## config.mk

```make
export PLATFORM = sky130hd
export DESIGN_NAME = key_action_decoder
export DESIGN_NICKNAME = d
export VERILOG_FILES = /design/src/rtl/key_action_decoder.sv
export SDC_FILE = /design/constraint.sdc
export NUM_CORES = 1
export LEC_CHECK = 0
export ABC_AREA = 1
export ABC_CLOCK_PERIOD_IN_PS = 9600
export BUFFER_PORTS_ARGS = -buffer_cell sky130_fd_sc_hd__buf_2
export CAP_MARGIN = 20
export CELL_PAD_IN_SITES_DETAIL_PLACEMENT = 0
export CELL_PAD_IN_SITES_GLOBAL_PLACEMENT = 1
export CORE_ASPECT_RATIO = 1.4
export CORE_MARGIN = 4
export CORE_UTILIZATION = 42
export DETAILED_ROUTE_END_ITERATION = 16
export PLACE_DENSITY_LB_ADDON = 0.1
export SETUP_SLACK_MARGIN = 0.2
export SYNTH_ARGS = -nofsm -noshare
export SYNTH_HDL_FRONTEND = slang
export SYNTH_SLANG_ARGS = --single-unit
```

## constraint.sdc

```tcl
create_clock -name Clk -period 9.6 [get_ports Clk]
set_input_delay 2.4 -clock Clk [delete_from_list [all_inputs] [get_ports Clk]]
set_output_delay 2.4 -clock Clk [all_outputs]
set_load 0.02 [all_outputs]
```

## src/rtl/key_action_decoder.sv

```systemverilog
// key_action_decoder: turns six HID keycode slots into two-player Bomberman
// actions (held levels, move pulses with hold-delay auto-repeat, bomb pulses).
// An 8-cycle scan frame snapshots the slots, matches them against the key map
// and commits a new held set unless the frame reports HID rollover.
module key_action_decoder #(
  parameter int unsigned HOLD_DELAY    = 12_500_000,
  parameter int unsigned REPEAT_PERIOD = 5_000_000,
  parameter logic [7:0]  P1_UP    = 8'h1A,
  parameter logic [7:0]  P1_DOWN  = 8'h16,
  parameter logic [7:0]  P1_LEFT  = 8'h04,
  parameter logic [7:0]  P1_RIGHT = 8'h07,
  parameter logic [7:0]  P1_BOMB  = 8'h2C,
  parameter logic [7:0]  P2_UP    = 8'h52,
  parameter logic [7:0]  P2_DOWN  = 8'h51,
  parameter logic [7:0]  P2_LEFT  = 8'h50,
  parameter logic [7:0]  P2_RIGHT = 8'h4F,
  parameter logic [7:0]  P2_BOMB  = 8'h28
) (
  input  logic       Clk,
  input  logic       Reset,
  input  logic [7:0] keycode0,
  input  logic [7:0] keycode1,
  input  logic [7:0] keycode2,
  input  logic [7:0] keycode3,
  input  logic [7:0] keycode4,
  input  logic [7:0] keycode5,
  output logic [4:0] p1_held,
  output logic [4:0] p2_held,
  output logic [3:0] p1_move,
  output logic [3:0] p2_move,
  output logic       p1_bomb,
  output logic       p2_bomb,
  output logic       scan_valid,
  output logic       rollover_err
);

  localparam int unsigned CNT_MAX = (HOLD_DELAY > REPEAT_PERIOD) ? HOLD_DELAY : REPEAT_PERIOD;
  localparam int unsigned CNT_W   = $clog2(CNT_MAX + 1);
  localparam logic [CNT_W-1:0] HOLD_LOAD   = CNT_W'(HOLD_DELAY);
  localparam logic [CNT_W-1:0] REPEAT_LOAD = CNT_W'(REPEAT_PERIOD);
  localparam logic [CNT_W-1:0] CNT_ONE     = CNT_W'(1);

  // Accumulator / held bit order: [4:0] player 1, [9:5] player 2,
  // each {bomb,right,left,down,up}.
  localparam logic [7:0] CODE_MAP [10] = '{P1_UP, P1_DOWN, P1_LEFT, P1_RIGHT, P1_BOMB,
                                           P2_UP, P2_DOWN, P2_LEFT, P2_RIGHT, P2_BOMB};
  localparam logic [7:0] CODE_NONE     = 8'h00;
  localparam logic [7:0] CODE_ROLLOVER = 8'h01;

  typedef enum logic [2:0] {
    S_CAPTURE, S_SCAN0, S_SCAN1, S_SCAN2, S_SCAN3, S_SCAN4, S_SCAN5, S_COMMIT
  } state_t;

  state_t          state_q, state_d;
  logic [5:0][7:0] shadow_q, shadow_d;
  logic [9:0]      acc_q, acc_d;
  logic            roll_q, roll_d;
  logic [9:0]      held_q, held_d;
  logic            scan_valid_q, scan_valid_d;
  logic            rollover_err_q, rollover_err_d;

  logic [7:0]      cur_code;
  logic [9:0]      cur_match;

  // Select the shadow slot under scan and match it against the key map.
  always_comb begin
    cur_code = CODE_NONE;
    case (state_q)
      S_SCAN0: cur_code = shadow_q[0];
      S_SCAN1: cur_code = shadow_q[1];
      S_SCAN2: cur_code = shadow_q[2];
      S_SCAN3: cur_code = shadow_q[3];
      S_SCAN4: cur_code = shadow_q[4];
      S_SCAN5: cur_code = shadow_q[5];
      default: cur_code = CODE_NONE;
    endcase
    cur_match = '0;
    for (int k = 0; k < 10; k++) begin
      if (cur_code != CODE_NONE && cur_code == CODE_MAP[k]) cur_match[k] = 1'b1;
    end
  end

  // Scan frame next-state: capture, six match steps, then commit or reject.
  always_comb begin
    state_d        = state_q;
    shadow_d       = shadow_q;
    acc_d          = acc_q;
    roll_d         = roll_q;
    held_d         = held_q;
    scan_valid_d   = 1'b0;
    rollover_err_d = rollover_err_q;
    case (state_q)
      S_CAPTURE: begin
        shadow_d = {keycode5, keycode4, keycode3, keycode2, keycode1, keycode0};
        acc_d    = '0;
        roll_d   = 1'b0;
        state_d  = S_SCAN0;
      end
      S_SCAN0: state_d = S_SCAN1;
      S_SCAN1: state_d = S_SCAN2;
      S_SCAN2: state_d = S_SCAN3;
      S_SCAN3: state_d = S_SCAN4;
      S_SCAN4: state_d = S_SCAN5;
      S_SCAN5: state_d = S_COMMIT;
      S_COMMIT: begin
        if (!roll_q) begin
          held_d         = acc_q;
          scan_valid_d   = 1'b1;
          rollover_err_d = 1'b0;
        end else begin
          rollover_err_d = 1'b1;
        end
        state_d = S_CAPTURE;
      end
      default: state_d = S_CAPTURE;
    endcase
    if (state_q != S_CAPTURE && state_q != S_COMMIT) begin
      acc_d = acc_q | cur_match;
      if (cur_code == CODE_ROLLOVER) roll_d = 1'b1;
    end
  end

  // Scan FSM registers with its registered outputs.
  always_ff @(posedge Clk or posedge Reset) begin
    if (Reset) begin
      state_q        <= S_CAPTURE;
      shadow_q       <= '0;
      acc_q          <= '0;
      roll_q         <= 1'b0;
      held_q         <= '0;
      scan_valid_q   <= 1'b0;
      rollover_err_q <= 1'b0;
    end else begin
      state_q        <= state_d;
      shadow_q       <= shadow_d;
      acc_q          <= acc_d;
      roll_q         <= roll_d;
      held_q         <= held_d;
      scan_valid_q   <= scan_valid_d;
      rollover_err_q <= rollover_err_d;
    end
  end

  // Opposite directions cancel; channels [3:0] player 1, [7:4] player 2.
  logic [7:0] move_eff;
  logic [1:0] bomb_eff;
  logic [7:0] move_pulse;
  logic [1:0] bomb_pulse;

  generate
    for (genvar gi = 0; gi < 2; gi++) begin : g_player
      assign move_eff[gi*4 + 0] = held_q[gi*5 + 0] & ~held_q[gi*5 + 1];
      assign move_eff[gi*4 + 1] = held_q[gi*5 + 1] & ~held_q[gi*5 + 0];
      assign move_eff[gi*4 + 2] = held_q[gi*5 + 2] & ~held_q[gi*5 + 3];
      assign move_eff[gi*4 + 3] = held_q[gi*5 + 3] & ~held_q[gi*5 + 2];
      assign bomb_eff[gi]       = held_q[gi*5 + 4];
    end

    for (genvar gi = 0; gi < 8; gi++) begin : g_move
      logic [CNT_W-1:0] cnt_q, cnt_d;
      logic             prev_q, pulse_q, pulse_d;

      // Press pulse on rising edge, then hold-delay and periodic repeats.
      always_comb begin
        cnt_d   = cnt_q;
        pulse_d = 1'b0;
        if (move_eff[gi] && !prev_q) begin
          pulse_d = 1'b1;
          cnt_d   = HOLD_LOAD;
        end else if (move_eff[gi] && cnt_q == CNT_ONE) begin
          pulse_d = 1'b1;
          cnt_d   = REPEAT_LOAD;
        end else if (move_eff[gi]) begin
          cnt_d = (cnt_q != '0) ? cnt_q - CNT_ONE : '0;
        end else begin
          cnt_d = '0;
        end
      end

      // Move channel state.
      always_ff @(posedge Clk or posedge Reset) begin
        if (Reset) begin
          cnt_q   <= '0;
          prev_q  <= 1'b0;
          pulse_q <= 1'b0;
        end else begin
          cnt_q   <= cnt_d;
          prev_q  <= move_eff[gi];
          pulse_q <= pulse_d;
        end
      end

      assign move_pulse[gi] = pulse_q;
    end

    for (genvar gi = 0; gi < 2; gi++) begin : g_bomb
      logic prev_q, pulse_q;

      // Bomb fires once per press, never repeats.
      always_ff @(posedge Clk or posedge Reset) begin
        if (Reset) begin
          prev_q  <= 1'b0;
          pulse_q <= 1'b0;
        end else begin
          prev_q  <= bomb_eff[gi];
          pulse_q <= bomb_eff[gi] & ~prev_q;
        end
      end

      assign bomb_pulse[gi] = pulse_q;
    end
  endgenerate

  assign p1_held      = held_q[4:0];
  assign p2_held      = held_q[9:5];
  assign p1_move      = move_pulse[3:0];
  assign p2_move      = move_pulse[7:4];
  assign p1_bomb      = bomb_pulse[0];
  assign p2_bomb      = bomb_pulse[1];
  assign scan_valid   = scan_valid_q;
  assign rollover_err = rollover_err_q;

endmodule

```

## After elaboration in Yosys (flattened, before gate mapping)

Index checks and enable logic that the tools add are counted.

| storage, ports and cells | value |
|---|---|
| input bits | 50 |
| bits in registers | 286 |

| operators by class | value |
|---|---|
| add/subtract/negate cells | 8 |
| muxes and demuxes | 68 |
| eq/ne operators | 27 |
| bitwise gates (word level) | 22 |
| reductions and logical operators | 48 |

Operator list:

| operator | count |
|---|---|
| $mux W24 | 32 |
| $eq A24 B1 Y1 const B | 8 |
| $reduce_bool A24 Y1 | 8 |
| $sub A24 B1 Y24 const B | 8 |
| $pmux W8 S6 | 1 |
| $eq A8 B7 Y1 const B | 4 |
| $mux W1 | 32 |
| $logic_and A1 B1 Y1 | 27 |
| $pmux W3 S8 | 1 |
| $mux W10 | 2 |
| $eq A8 B3 Y1 const B | 2 |
| $eq A8 B5 Y1 const B | 2 |
| $eq A8 B6 Y1 const B | 2 |
| $eq A3 B3 Y1 const B | 4 |
| $not A1 Y1 | 11 |
| $and A1 B1 Y1 | 10 |
| $or A10 B10 Y10 | 1 |
| $eq A8 B1 Y1 const B | 1 |
| $logic_not A1 Y1 | 8 |
| $reduce_bool A8 Y1 | 1 |
| $eq A3 B2 Y1 const B | 2 |
| $eq A3 B1 Y1 const B | 1 |
| $logic_not A3 Y1 | 1 |
| $ne A3 B3 Y1 const B | 1 |
| 3 further kinds | 3 |

## Longest topological paths before layout

Gate-level depths: netlist of run 1.

| logic depth | value |
|---|---|
| depth after elaboration | 7 |
| mapped depth | 12 |
| mapped depth without buffers | 11 |

## Least setup slack after synthesis of run 1

Ideal clock, no wire load.

| path | value |
|---|---|
| path kind | flip-flop to output port |
| start point | reg held_q[3] |
| end point | out p1_held[3] |
| slack | 6.709 ns |
| data required time | 7.200 ns |
| path buffers | 0 |
| data arrival time | 0.491 ns |
| stages on the path, launching flop included | 1 |
| cells stage by stage | dfrtp_1 |

RTL lines:

| element | RTL line | RTL |
|---|---|---|
| from (decl) | 58 | `logic [9:0] held_q, held_d;` |
| from (signal assigned) | 138 | `held_q <= held_d;` |
| to (decl) | 27 | `output logic [4:0] p1_held,` |

No word-level cell between the ends.

==> results of run 1 <==
[report_power, final]
group | internal [mW] | switching (mW) | total [mW]
Sequential | 1.24 | 0.0276 | 1.27
Combinational | 0.177 | 0.307 | 0.484
Clock | 0.873 | 0.523 | 1.40
Total | 2.29 | 0.858 | 3.15
[layout by cell type (no fill, tap or decap), types with 3 or more instances in the layout]
| cell | count |
|---|---|
| nand2_1 | 538 |
| nor2_1 | 344 |
| dfrtp_1 | 286 |
| inv_1 | 188 |
| nand3_1 | 103 |
| xor2_1 | 96 |
| buf_2 | 71 |
| o21ai_0 | 62 |
| nand4_1 | 56 |
| a21oi_1 | 54 |
| clkbuf_16 | 37 |
| xnor2_1 | 32 |
| nor2_2 | 25 |
| ha_1 | 24 |
| nor3_1 | 22 |
| o21ai_1 | 18 |
| nor2_4 | 14 |
| or2_2 | 12 |
| inv_2 | 11 |
| nand3b_1 | 11 |
| clkinv_2 | 9 |
| nand2_2 | 7 |
| a21oi_2 | 6 |
| bufinv_16 | 5 |
| clkbuf_8 | 5 |
| o21bai_1 | 4 |
| o21ai_2 | 3 |
| nand4_2 | 3 |
| nand2_4 | 3 |
| nor4_1 | 3 |
| clkinv_1 | 3 |
| clkinvlp_4 | 3 |
| buf_4 | 3 |
[stage by stage]
step	hold slack, ns	cells
4_1_cts	0.397	2548
2_1_floorplan	0.378	1978
3_5_place_dp	0.390	2487
5_1_grt	0.421	2548
3_3_place_gp	0.381	2487
6_report	0.394	2548
[layout make-up]
| type | count | area (um^2) | area share (%) |
|---|---|---|---|
| multi-input cells | 1459 | 7270 | 41.8 |
| inverters | 205 | 781 | 4.49 |
| flip-flops and latches | 286 | 7160 | 41.1 |
| clock buffers | 44 | 1000 | 5.76 |
| well taps | 462 | 578 | 3.32 |
| repair buffers | 75 | 398 | 2.29 |
| clock inverters | 17 | 219 | 1.26 |
[layer usage]
layer  wire [um]  vias up
met4        1180        0
met5           0        -
met1       15800     5901
met2       18900      205
met3        1200       74
li1            -     6407
[logic make-up (layout without fill, tap and decap cells)]
family	after synthesis	count (layout)	share of synthesized area (%)
buf+inv	233	341	6.29
simple gates	1154	1154	32.6
compound gates	153	153	5.42
flops	286	286	46.5
xor+xnor	128	128	7.28
fa+ha+maj	24	24	1.95
[final timing paths]
path / end / from / depth (start not counted)
worst max-delay path: g_move[5].cnt_q[19] / Reset / 4
worst min-delay path: g_bomb[0].prev_q / held_q[4] / 0
worst max register to register: held_q[6] / state_q[2] / 7
worst min register to register: g_bomb[0].prev_q / held_q[4] / 0
max in group Clk: p1_held[3] / held_q[3] / 1
min in group asynchronous: g_move[6].cnt_q[0] / Reset / 2
[registers in the layout (all words and copies together) (netlist names), 2 cells and up]
register	cells
g_move.prev_q	8
g_move.pulse_q	8
g_bomb.prev_q	2
g_move.cnt_q	192
state_q	3
shadow_q	48
held_q	10
acc_q	10
==> results.py, run 1 <==
metrics = {
    "final_layout": {
        "num-nets-final": 2135,
        "fillerInstances": 3631,
        "utilization_pct": 48.3,
        "area_delta_synth_final_pct": 13.1,
        "insertedDiodeCount": 0,
        "drive_above_1_share_pct": 11.0,
        "design_area_mm2": 0.0174,
    },
    "timing": {
        "final_hold_vio_count": 0,
        "clock_skew_ns": 0.0127,
        "timing.final.max_slew_violations": 0,
        "totalNegativeSetupSlack_ns": 0,
        "fmax_mhz": 254,
        "post-route-min-period_ns": 3.93,
        "tightest_slew_ns": 1.02,
        "rsz0062_at_grt": "false",
        "timing.slew.headroom_pct": 32.2,
        "finalCritPeriodShare_pct": 40.9,
        "setup_ws_ns": 5.67,
        "setup_viol": 0,
    },
    "route": {
        "vias": 12587,
        "residual_drc_count": 0,
        "drt_pass1_iterations": 5,
        "drt-vias-per-instance": 4.94,
        "routed_wire_length_per_instance_um": 14.6,
        "ant_nets": 0,
        "drt_wl_total_mm": 37.1,
        "iteration_0_drc_markers": 662,
    },
    "yosys": {
        "synth_edf_count": 0,
        "synth.area.top_cells": "dfrtp_1, nand2_1, nor2_1",
        "synthesis.area_mm2": 0.0154,
        "synth_seq_cells": 286,
        "count_leader_synth": "nand2_1",
        "synthCells": 1978,
        "yosys_most_used_dff": "dfrtp_1",
        "synth_nets": 2052,
        "synth_top_area_share_pct": 46.5,
        "yosys_warnings": 0,
        "synth_top_area_cell": "dfrtp_1",
        "number_of_distinct_library_cells_after_synthesis": 47,
        "synth_area_per_cell_um2": 7.78,
        "asyncSetResetFlopFracSynth_pct": 100,
        "synth_commonest_cells": "nand2_1, nor2_1, dfrtp_1, inv_1, nand3_1",
        "seq_area_frac_synth_pct": 46.5,
    },
    "global_route": {
        "initial_antenna_violation_count": 0,
        "first_global_vias": 12813,
        "global_routing_usage_on_met1_pct": 23.4,
        "grt.met3_usage_pct": 2.67,
        "grt_usage_pct": 19.1,
        "grt_pass1_wl_mm": 63.0,
        "global_route.peak_usage_layer": "met2",
        "grt_start_max_net_pins": 131,
        "grtUsageMet2_pct": 34.5,
        "gr-total-overflow": 0,
    },
    "floorplan": {
        "row_count": 82,
        "total_die_area_mm2": 0.0398,
        "die_w_um": 170,
        "core_mm2": 0.0360,
        "die_outline_height_um": 235,
        "initial_utilization_pct": 42.8,
        "io_pins": 72,
    },
    "power_and_ir_drop": {
        "power.density_mw_per_mm2": 181,
        "totalPowerFinal_mw": 3.15,
        "ir_worst_vdd_mv": 0.243,
        "total_leakage_power_nw": 9.99,
    },
    "outcome": {
        "status": "finished clean",
    },
    "cts": {
        "postCtsSetupBuffers": 0,
        "post_cts_resized": 0,
        "tritoncts_clock_tree": "built",
        "clockBufferDepth": 3,
        "clk_pin_slew_worst_paths_ns": 0.06,
        "clock-root-buffer": "clkbuf_16",
        "tritoncts.num_buffers": 34,
        "cts.hold.buffers_added": 0,
        "cts.htree.levels": 2,
        "clock_sinks": 286,
        "clk-insertion-delay-late_ns": 0.52,
    },
    "place": {
        "post-place-ws_ns": 5.01,
        "portBuffers": 71,
        "total_placed_instance_area_mm2": 0.0162,
        "place_congestion": 0.810,
        "dp.final_hpwl_mm": 27.2,
    },
    "worst_setup_path": {
        "crit_required_ns": 10.16,
        "worst_setup_path_end_kind": "async pin",
        "setup.worst_path.start_class": "input port",
        "worstPathCellList": "buf_2 > clkinvlp_4 > buf_4 > buf_12",
        "timing.setup.critical_path_class": "in -> async",
        "critPathMaxStageDelay_ns": 0.70,
        "timing.reg2reg.setup_slack_ns": 6.55,
        "critical_path.max_fanout": 130,
        "critical_path_arrival_ns": 4.49,
        "cp_max_delay_cell": "buf_4",
        "cpLargestDelayFamily": "buffers and inverters",
        "critical_path.n_buffers_inverters": 4,
    },
    "run": {
        "cap_viol_max_count": 0,
    },
    "hold_path": {
        "classification_of_the_worst_slack_hold_path": "reg -> reg",
    },
}
Note: power is estimated with default switching activity, not from simulation.
==> run 2: changes to the inputs <==
--- a/config.mk
+++ b/config.mk
@@ -6,7 +6,7 @@
 export NUM_CORES = 1
 export LEC_CHECK = 0
 export ABC_AREA = 1
-export ABC_CLOCK_PERIOD_IN_PS = 9600
+export ABC_CLOCK_PERIOD_IN_PS = 3300
 export BUFFER_PORTS_ARGS = -buffer_cell sky130_fd_sc_hd__buf_2
 export CAP_MARGIN = 20
 export CELL_PAD_IN_SITES_DETAIL_PLACEMENT = 0
==> constraint.sdc (replaced) <==
create_clock -name Clk -period 3.3 [get_ports Clk]
set_input_delay 0.825 -clock Clk [delete_from_list [all_inputs] [get_ports Clk]]
set_output_delay 0.825 -clock Clk [all_outputs]
set_load 0.02 [all_outputs]
==> run 2 against run 1 <==
Effect of this change: register-to-register slack worse by 5.4 ns; critical path type is now reg -> reg; worst setup slack worse by 4.6 ns; largest power group unchanged; critical endpoint is now shadow_q[23]; clock-buffer cell count up 3; critical path depth up 1; power rose to 2.9 times the previous value.
==> results.py, run 2 (same netlist as run 1, synthesis figures left out) <==
metrics = {
    "worst_setup_path": {
        "timing.critical_path.from": "state_q[0]",
        "critPathMostFrequentCell": "nand2_1",
        "worst-r2r-cell-count": 5,
        "cpLargestDelayFamily": "buffers and inverters",
        "worst_setup_path_endpoint": "shadow_q[23]",
        "r2r-end": "shadow_q[23]",
        "timing.critical_path.depth": 5,
        "critPathMaxStageDelay_ns": 0.75,
        "crit_required_ns": 3.74,
        "setup.worst_path.start_class": "register",
        "worstPathCellList": "nor2_4 > nand2_1 > inv_2 > nand2_1 > nand2_1",
        "cp_max_delay_cell": "inv_2",
        "timing.setup.critical_path_class": "reg -> reg",
        "rr_startpoint": "state_q[0]",
        "critical_path.max_fanout": 59,
        "worst_setup_path_end_kind": "register",
        "timing.reg2reg.setup_slack_ns": 1.12,
        "critical_path_arrival_ns": 2.63,
        "critical_path.n_buffers_inverters": 1,
    },
    "cts": {
        "clk-insertion-delay-late_ns": 0.52,
        "post_cts_resized": 0,
        "postCtsSetupBuffers": 0,
        "cts.htree.levels": 2,
        "cts.hold.buffers_added": 0,
        "clock-root-buffer": "clkbuf_16",
        "tritoncts.num_buffers": 34,
        "clk_pin_slew_worst_paths_ns": 0.06,
        "tritoncts_clock_tree": "built",
        "clock_sinks": 286,
        "clockBufferDepth": 3,
    },
    "timing": {
        "timing.final.max_slew_violations": 0,
        "fin_worst_hold_slack_ns": 0.393,
        "finalCritPeriodShare_pct": 66.2,
        "fmax_mhz": 458,
        "tightest_slew_ns": 1.02,
        "clock_skew_ns": 0.0158,
        "rsz0062_at_grt": "false",
        "post-route-min-period_ns": 2.18,
        "timing.slew.headroom_pct": 32.1,
        "final_hold_vio_count": 0,
        "setup_viol": 0,
    },
    "route": {
        "residual_drc_count": 0,
        "ant_nets": 0,
        "routed_wire_length_per_instance_um": 14.5,
        "drt_pass1_iterations": 5,
        "drt-vias-per-instance": 4.85,
        "iteration_0_drc_markers": 636,
        "vias": 12374,
        "drt_wl_total_mm": 37.1,
    },
    "place": {
        "place.detailed.instances": 2490,
        "portBuffers": 71,
        "dp.final_hpwl_mm": 27.6,
        "place_congestion": 0.855,
    },
    "floorplan": {
        "core_mm2": 0.0360,
        "die_w_um": 170,
        "initial_utilization_pct": 42.8,
        "row_count": 82,
        "die_outline_height_um": 235,
        "total_die_area_mm2": 0.0398,
        "io_pins": 72,
    },
    "final_layout": {
        "num-nets-final": 2138,
        "layout_top_registers": "g_move.cnt_q x192, shadow_q x48",
        "insertedDiodeCount": 0,
        "fin_cells": 2550,
        "area_delta_synth_final_pct": 13.2,
        "layout_common_cells": "nand2_1, nor2_1, dfrtp_1",
        "layout.cells.most_common": "nand2_1",
        "largest-register": "g_move.cnt_q",
        "drive_above_1_share_pct": 10.9,
        "largest_reg_flops": 192,
    },
    "global_route": {
        "grt_pass1_wl_mm": 62.6,
        "grt_usage_pct": 19.0,
        "first_global_vias": 12565,
        "gr-total-overflow": 0,
        "initial_antenna_violation_count": 0,
        "grt_start_max_net_pins": 81,
    },
    "outcome": {
        "status": "finished clean",
    },
    "power_and_ir_drop": {
        "ir_worst_vdd_mv": 0.393,
        "power.density_mw_per_mm2": 519,
        "total_leakage_power_nw": 9.99,
    },
    "hold_path": {
        "classification_of_the_worst_slack_hold_path": "reg -> reg",
    },
    "run": {
        "cap_viol_max_count": 0,
    },
}
-- run 2: cell count changes in the layout (fill, tap and decap cells not counted), sizes merged --
cell,previous run,this run
clkinv,12,10
buf,75,78
inv,202,201
clkbuf,44,47
bufinv,5,4
-- run 2: worst min-delay path by stage --
stage / end / slack (ns) / depth (start not counted) / start
6_report: p1_bomb / 0.39 / 1 / g_bomb[0].prev_q
5_1_grt: p1_bomb / 0.40 / 1 / g_bomb[0].prev_q
3_3_place_gp: p1_bomb / 0.38 / 1 / g_bomb[0].prev_q
3_5_place_dp: p1_bomb / 0.39 / 1 / g_bomb[0].prev_q
4_1_cts: p1_bomb / 0.40 / 1 / g_bomb[0].prev_q
2_1_floorplan: p1_bomb / 0.38 / 1 / g_bomb[0].prev_q
-- run 2: layout make-up --
cell class,count,area (um^2)
Clock buffer,47,1010
Clock inverter,13,170
Fill cell,3619,18600
Inverter,205,781
Multi-Input combinational cell,1459,7270
Sequential cell,286,7160
Tap cell,462,578
Timing Repair Buffer,78,458
-- run 2: power by group --
part	total, mW	internal, mW	switching (mW)
logic	1.42	0.521	0.896
registers	3.69	3.60	0.0842
clock network	3.94	2.46	1.49
total	9.05	6.58	2.47
-- run 2: routing by layer --
metal	global-route usage, %	wire, um	vias up
li1	-	-	6402
met1	23.6	16000	5737
met2	34.3	18900	179
met3	2.91	1240	56
met4	5.59	924	0
met5	0	0	-
-- run 2: through the flow --
step | util [%] | TNS (ns) | total power, mW | cell area (um^2) | setup slack [ns]
finish | 48.4 | 0 | 9.05 | 17400 | 1.12
global route | 48.4 | 0 | 9.55 | 17400 | 0.814
CTS | 48.4 | 0 | 9.21 | 17400 | 1.09
detailed placement | 45.1 | 0 | 5.18 | 16200 | 1.10
global placement | 45.1 | 0 | 5.17 | 16200 | 1.13
floorplan | - | -376.44 | 4.85 | 15400 | -1.32
==> run 3: changes to the inputs <==
--- a/config.mk
+++ b/config.mk
@@ -6,14 +6,14 @@
 export NUM_CORES = 1
 export LEC_CHECK = 0
 export ABC_AREA = 1
-export ABC_CLOCK_PERIOD_IN_PS = 3300
+export ABC_CLOCK_PERIOD_IN_PS = 2200
 export BUFFER_PORTS_ARGS = -buffer_cell sky130_fd_sc_hd__buf_2
 export CAP_MARGIN = 20
 export CELL_PAD_IN_SITES_DETAIL_PLACEMENT = 0
 export CELL_PAD_IN_SITES_GLOBAL_PLACEMENT = 1
 export CORE_ASPECT_RATIO = 1.4
 export CORE_MARGIN = 4
-export CORE_UTILIZATION = 42
+export CORE_UTILIZATION = 45
 export DETAILED_ROUTE_END_ITERATION = 16
 export PLACE_DENSITY_LB_ADDON = 0.1
 export SETUP_SLACK_MARGIN = 0.2
==> constraint.sdc (replaced) <==
create_clock -name Clk -period 2.2 [get_ports Clk]
set_input_delay 0.55 -clock Clk [delete_from_list [all_inputs] [get_ports Clk]]
set_output_delay 0.55 -clock Clk [all_outputs]
set_load 0.02 [all_outputs]
==> run 3 against run 2 <==
Effect of this change: highest routed layer unchanged; final area is 1.3% higher; combinational power is 51% higher; sequential cell count stayed put; fmax is 17% higher; power is 50% higher; sequential power is 50% higher; critical path type unchanged; largest power group unchanged; die area is 6.4% lower; register-to-register slack worse by 0.79 ns; first-iteration DRC count is 5.0% higher; via count is 1.6% higher; routed wire length is 2.4% lower; clock power is 49% higher.
==> results.py, run 3 (same netlist as run 1, synthesis figures left out) <==
metrics = {
    "route": {
        "drt_pass1_iterations": 4,
        "vias": 12570,
        "ant_nets": 0,
        "drt-vias-per-instance": 4.91,
        "iteration_0_drc_markers": 668,
        "drt_wl_total_mm": 36.2,
        "routed_wire_length_per_instance_um": 14.1,
        "residual_drc_count": 0,
    },
    "global_route": {
        "grt_usage_pct": 19.9,
        "gr-total-overflow": 0,
        "grt_start_max_net_pins": 86,
        "first_global_vias": 12832,
        "grt_pass1_wl_mm": 61.5,
        "initial_antenna_violation_count": 0,
    },
    "cts": {
        "clock_sinks": 286,
        "tritoncts.num_buffers": 31,
        "clock-root-buffer": "clkbuf_16",
        "clk_pin_slew_worst_paths_ns": 0.06,
        "clk-insertion-delay-late_ns": 0.57,
        "cts.htree.levels": 1,
        "clockBufferDepth": 3,
        "tritoncts_clock_tree": "built",
    },
    "worst_setup_path": {
        "critical_path_arrival_ns": 2.37,
        "timing.setup.critical_path_class": "reg -> reg",
        "crit_required_ns": 2.70,
        "worst_setup_path_end_kind": "register",
        "setup.worst_path.start_class": "register",
        "critical_path.max_fanout": 16,
    },
    "floorplan": {
        "row_count": 79,
        "core_mm2": 0.0335,
        "die_outline_height_um": 227,
        "die_w_um": 164,
        "total_die_area_mm2": 0.0373,
        "initial_utilization_pct": 45.9,
        "io_pins": 72,
    },
    "final_layout": {
        "drive_above_1_share_pct": 12.5,
        "largest-register": "g_move.cnt_q",
        "insertedDiodeCount": 0,
        "layout.cells.most_common": "nand2_1",
        "utilization_pct": 52.7,
        "fin_cells": 2558,
        "layout_common_cells": "nand2_1, nor2_1, dfrtp_1",
        "multiInputGateArea_mm2": 0.00729,
        "ff_latch_area_mm2": 0.00716,
        "num-nets-final": 2162,
        "area_delta_synth_final_pct": 14.7,
        "layout_top_registers": "g_move.cnt_q x192, shadow_q x48",
        "fillerInstances": 3308,
        "largest_reg_flops": 192,
    },
    "timing": {
        "totalNegativeSetupSlack_ns": 0,
        "finalCritPeriodShare_pct": 85.0,
        "final_hold_vio_count": 0,
        "setup_ws_ns": 0.331,
        "setup_viol": 0,
        "fin_worst_hold_slack_ns": 0.168,
        "timing.slew.headroom_pct": 52.8,
        "fmax_mhz": 535,
        "tightest_slew_ns": 0.705,
        "timing.final.max_slew_violations": 0,
        "clock_skew_ns": 0.0160,
        "post-route-min-period_ns": 1.87,
        "rsz0062_at_grt": "true",
    },
    "hold_path": {
        "classification_of_the_worst_slack_hold_path": "in -> reg",
    },
    "place": {
        "place_congestion": 0.852,
        "dp.final_hpwl_mm": 27.2,
        "post-place-ws_ns": 0.189,
        "place.detailed.instances": 2495,
        "portBuffers": 71,
    },
    "power_and_ir_drop": {
        "total_leakage_power_nw": 10.1,
        "power.density_mw_per_mm2": 767,
        "ir_worst_vdd_mv": 0.798,
    },
    "outcome": {
        "status": "finished clean",
    },
    "run": {
        "cap_viol_max_count": 0,
    },
}
==> run 3: report_power, final <==
group / switching, mW / internal (mW)
Clock: 2.18 / 3.69
Sequential: 0.125 / 5.40
Combinational: 1.34 / 0.800
==> run 3: metrics by stage <==
step | area (um^2) | total power, mW
2_1_floorplan | 15400 | 7.27
3_3_place_gp | 16400 | 7.76
3_5_place_dp | 16400 | 7.77
4_1_cts | 17600 | 13.8
5_1_grt | 17700 | 14.3
6_report | 17700 | 13.5
==> run 3: per-layer routing <==
metal	routed length, um	global-route usage, %	up-vias
met4	735	5.17	0
met5	0	0	-
met3	1150	2.53	50
met2	18300	35.8	166
met1	16000	25.3	5907
li1	-	-	6447
==> run 3: repair_timing <==
action / 4_1_cts / 5_1_grt
endpoints found under the hold margin: 3 / 0
setup buffers: 0 / 4
pin swaps: 1 / 2
hold buffers: 1 / 0
endpoints found under the setup margin: 2 / 33
gates resized for setup: 1 / 10
==> run 3: final timing paths <==
check                       startpoint                   to  slack (ns)  cells after the start
hold / removal             keycode4[1]         shadow_q[33]        0.17                      3
max in group asynchronous        Reset           state_q[0]        0.93                      4
min in group asynchronous        Reset  g_move[1].cnt_q[11]        0.50                      3
setup reg to reg            state_q[0]             acc_q[4]        0.33                     11
hold reg to reg              held_q[4]     g_bomb[0].prev_q        0.40                      0
setup / recovery            state_q[0]             acc_q[4]        0.33                     11
==> run 3: worst max-delay path, stage by stage, from the launching register on <==
cell,delay (ns)
dfrtp_2,0.45
buf_6,0.20
nor3_4,0.06
buf_12,0.14
buf_4,0.13
nand2_1,0.05
nand2_1,0.04
nor2_1,0.17
nand2_1,0.18
nor2_2,0.15
nand2_1,0.09
a21oi_1,0.12
==> run 3: cell type report <==
class / instances / share of cell area (%)
Timing Repair Buffer: 105 / 3.94
Clock inverter: 17 / 1.52
Tap cell: 445 / 3.15
Clock buffer: 41 / 5.12
Inverter: 205 / 4.42
Multi-Input combinational cell: 1459 / 41.3
Sequential cell: 286 / 40.5
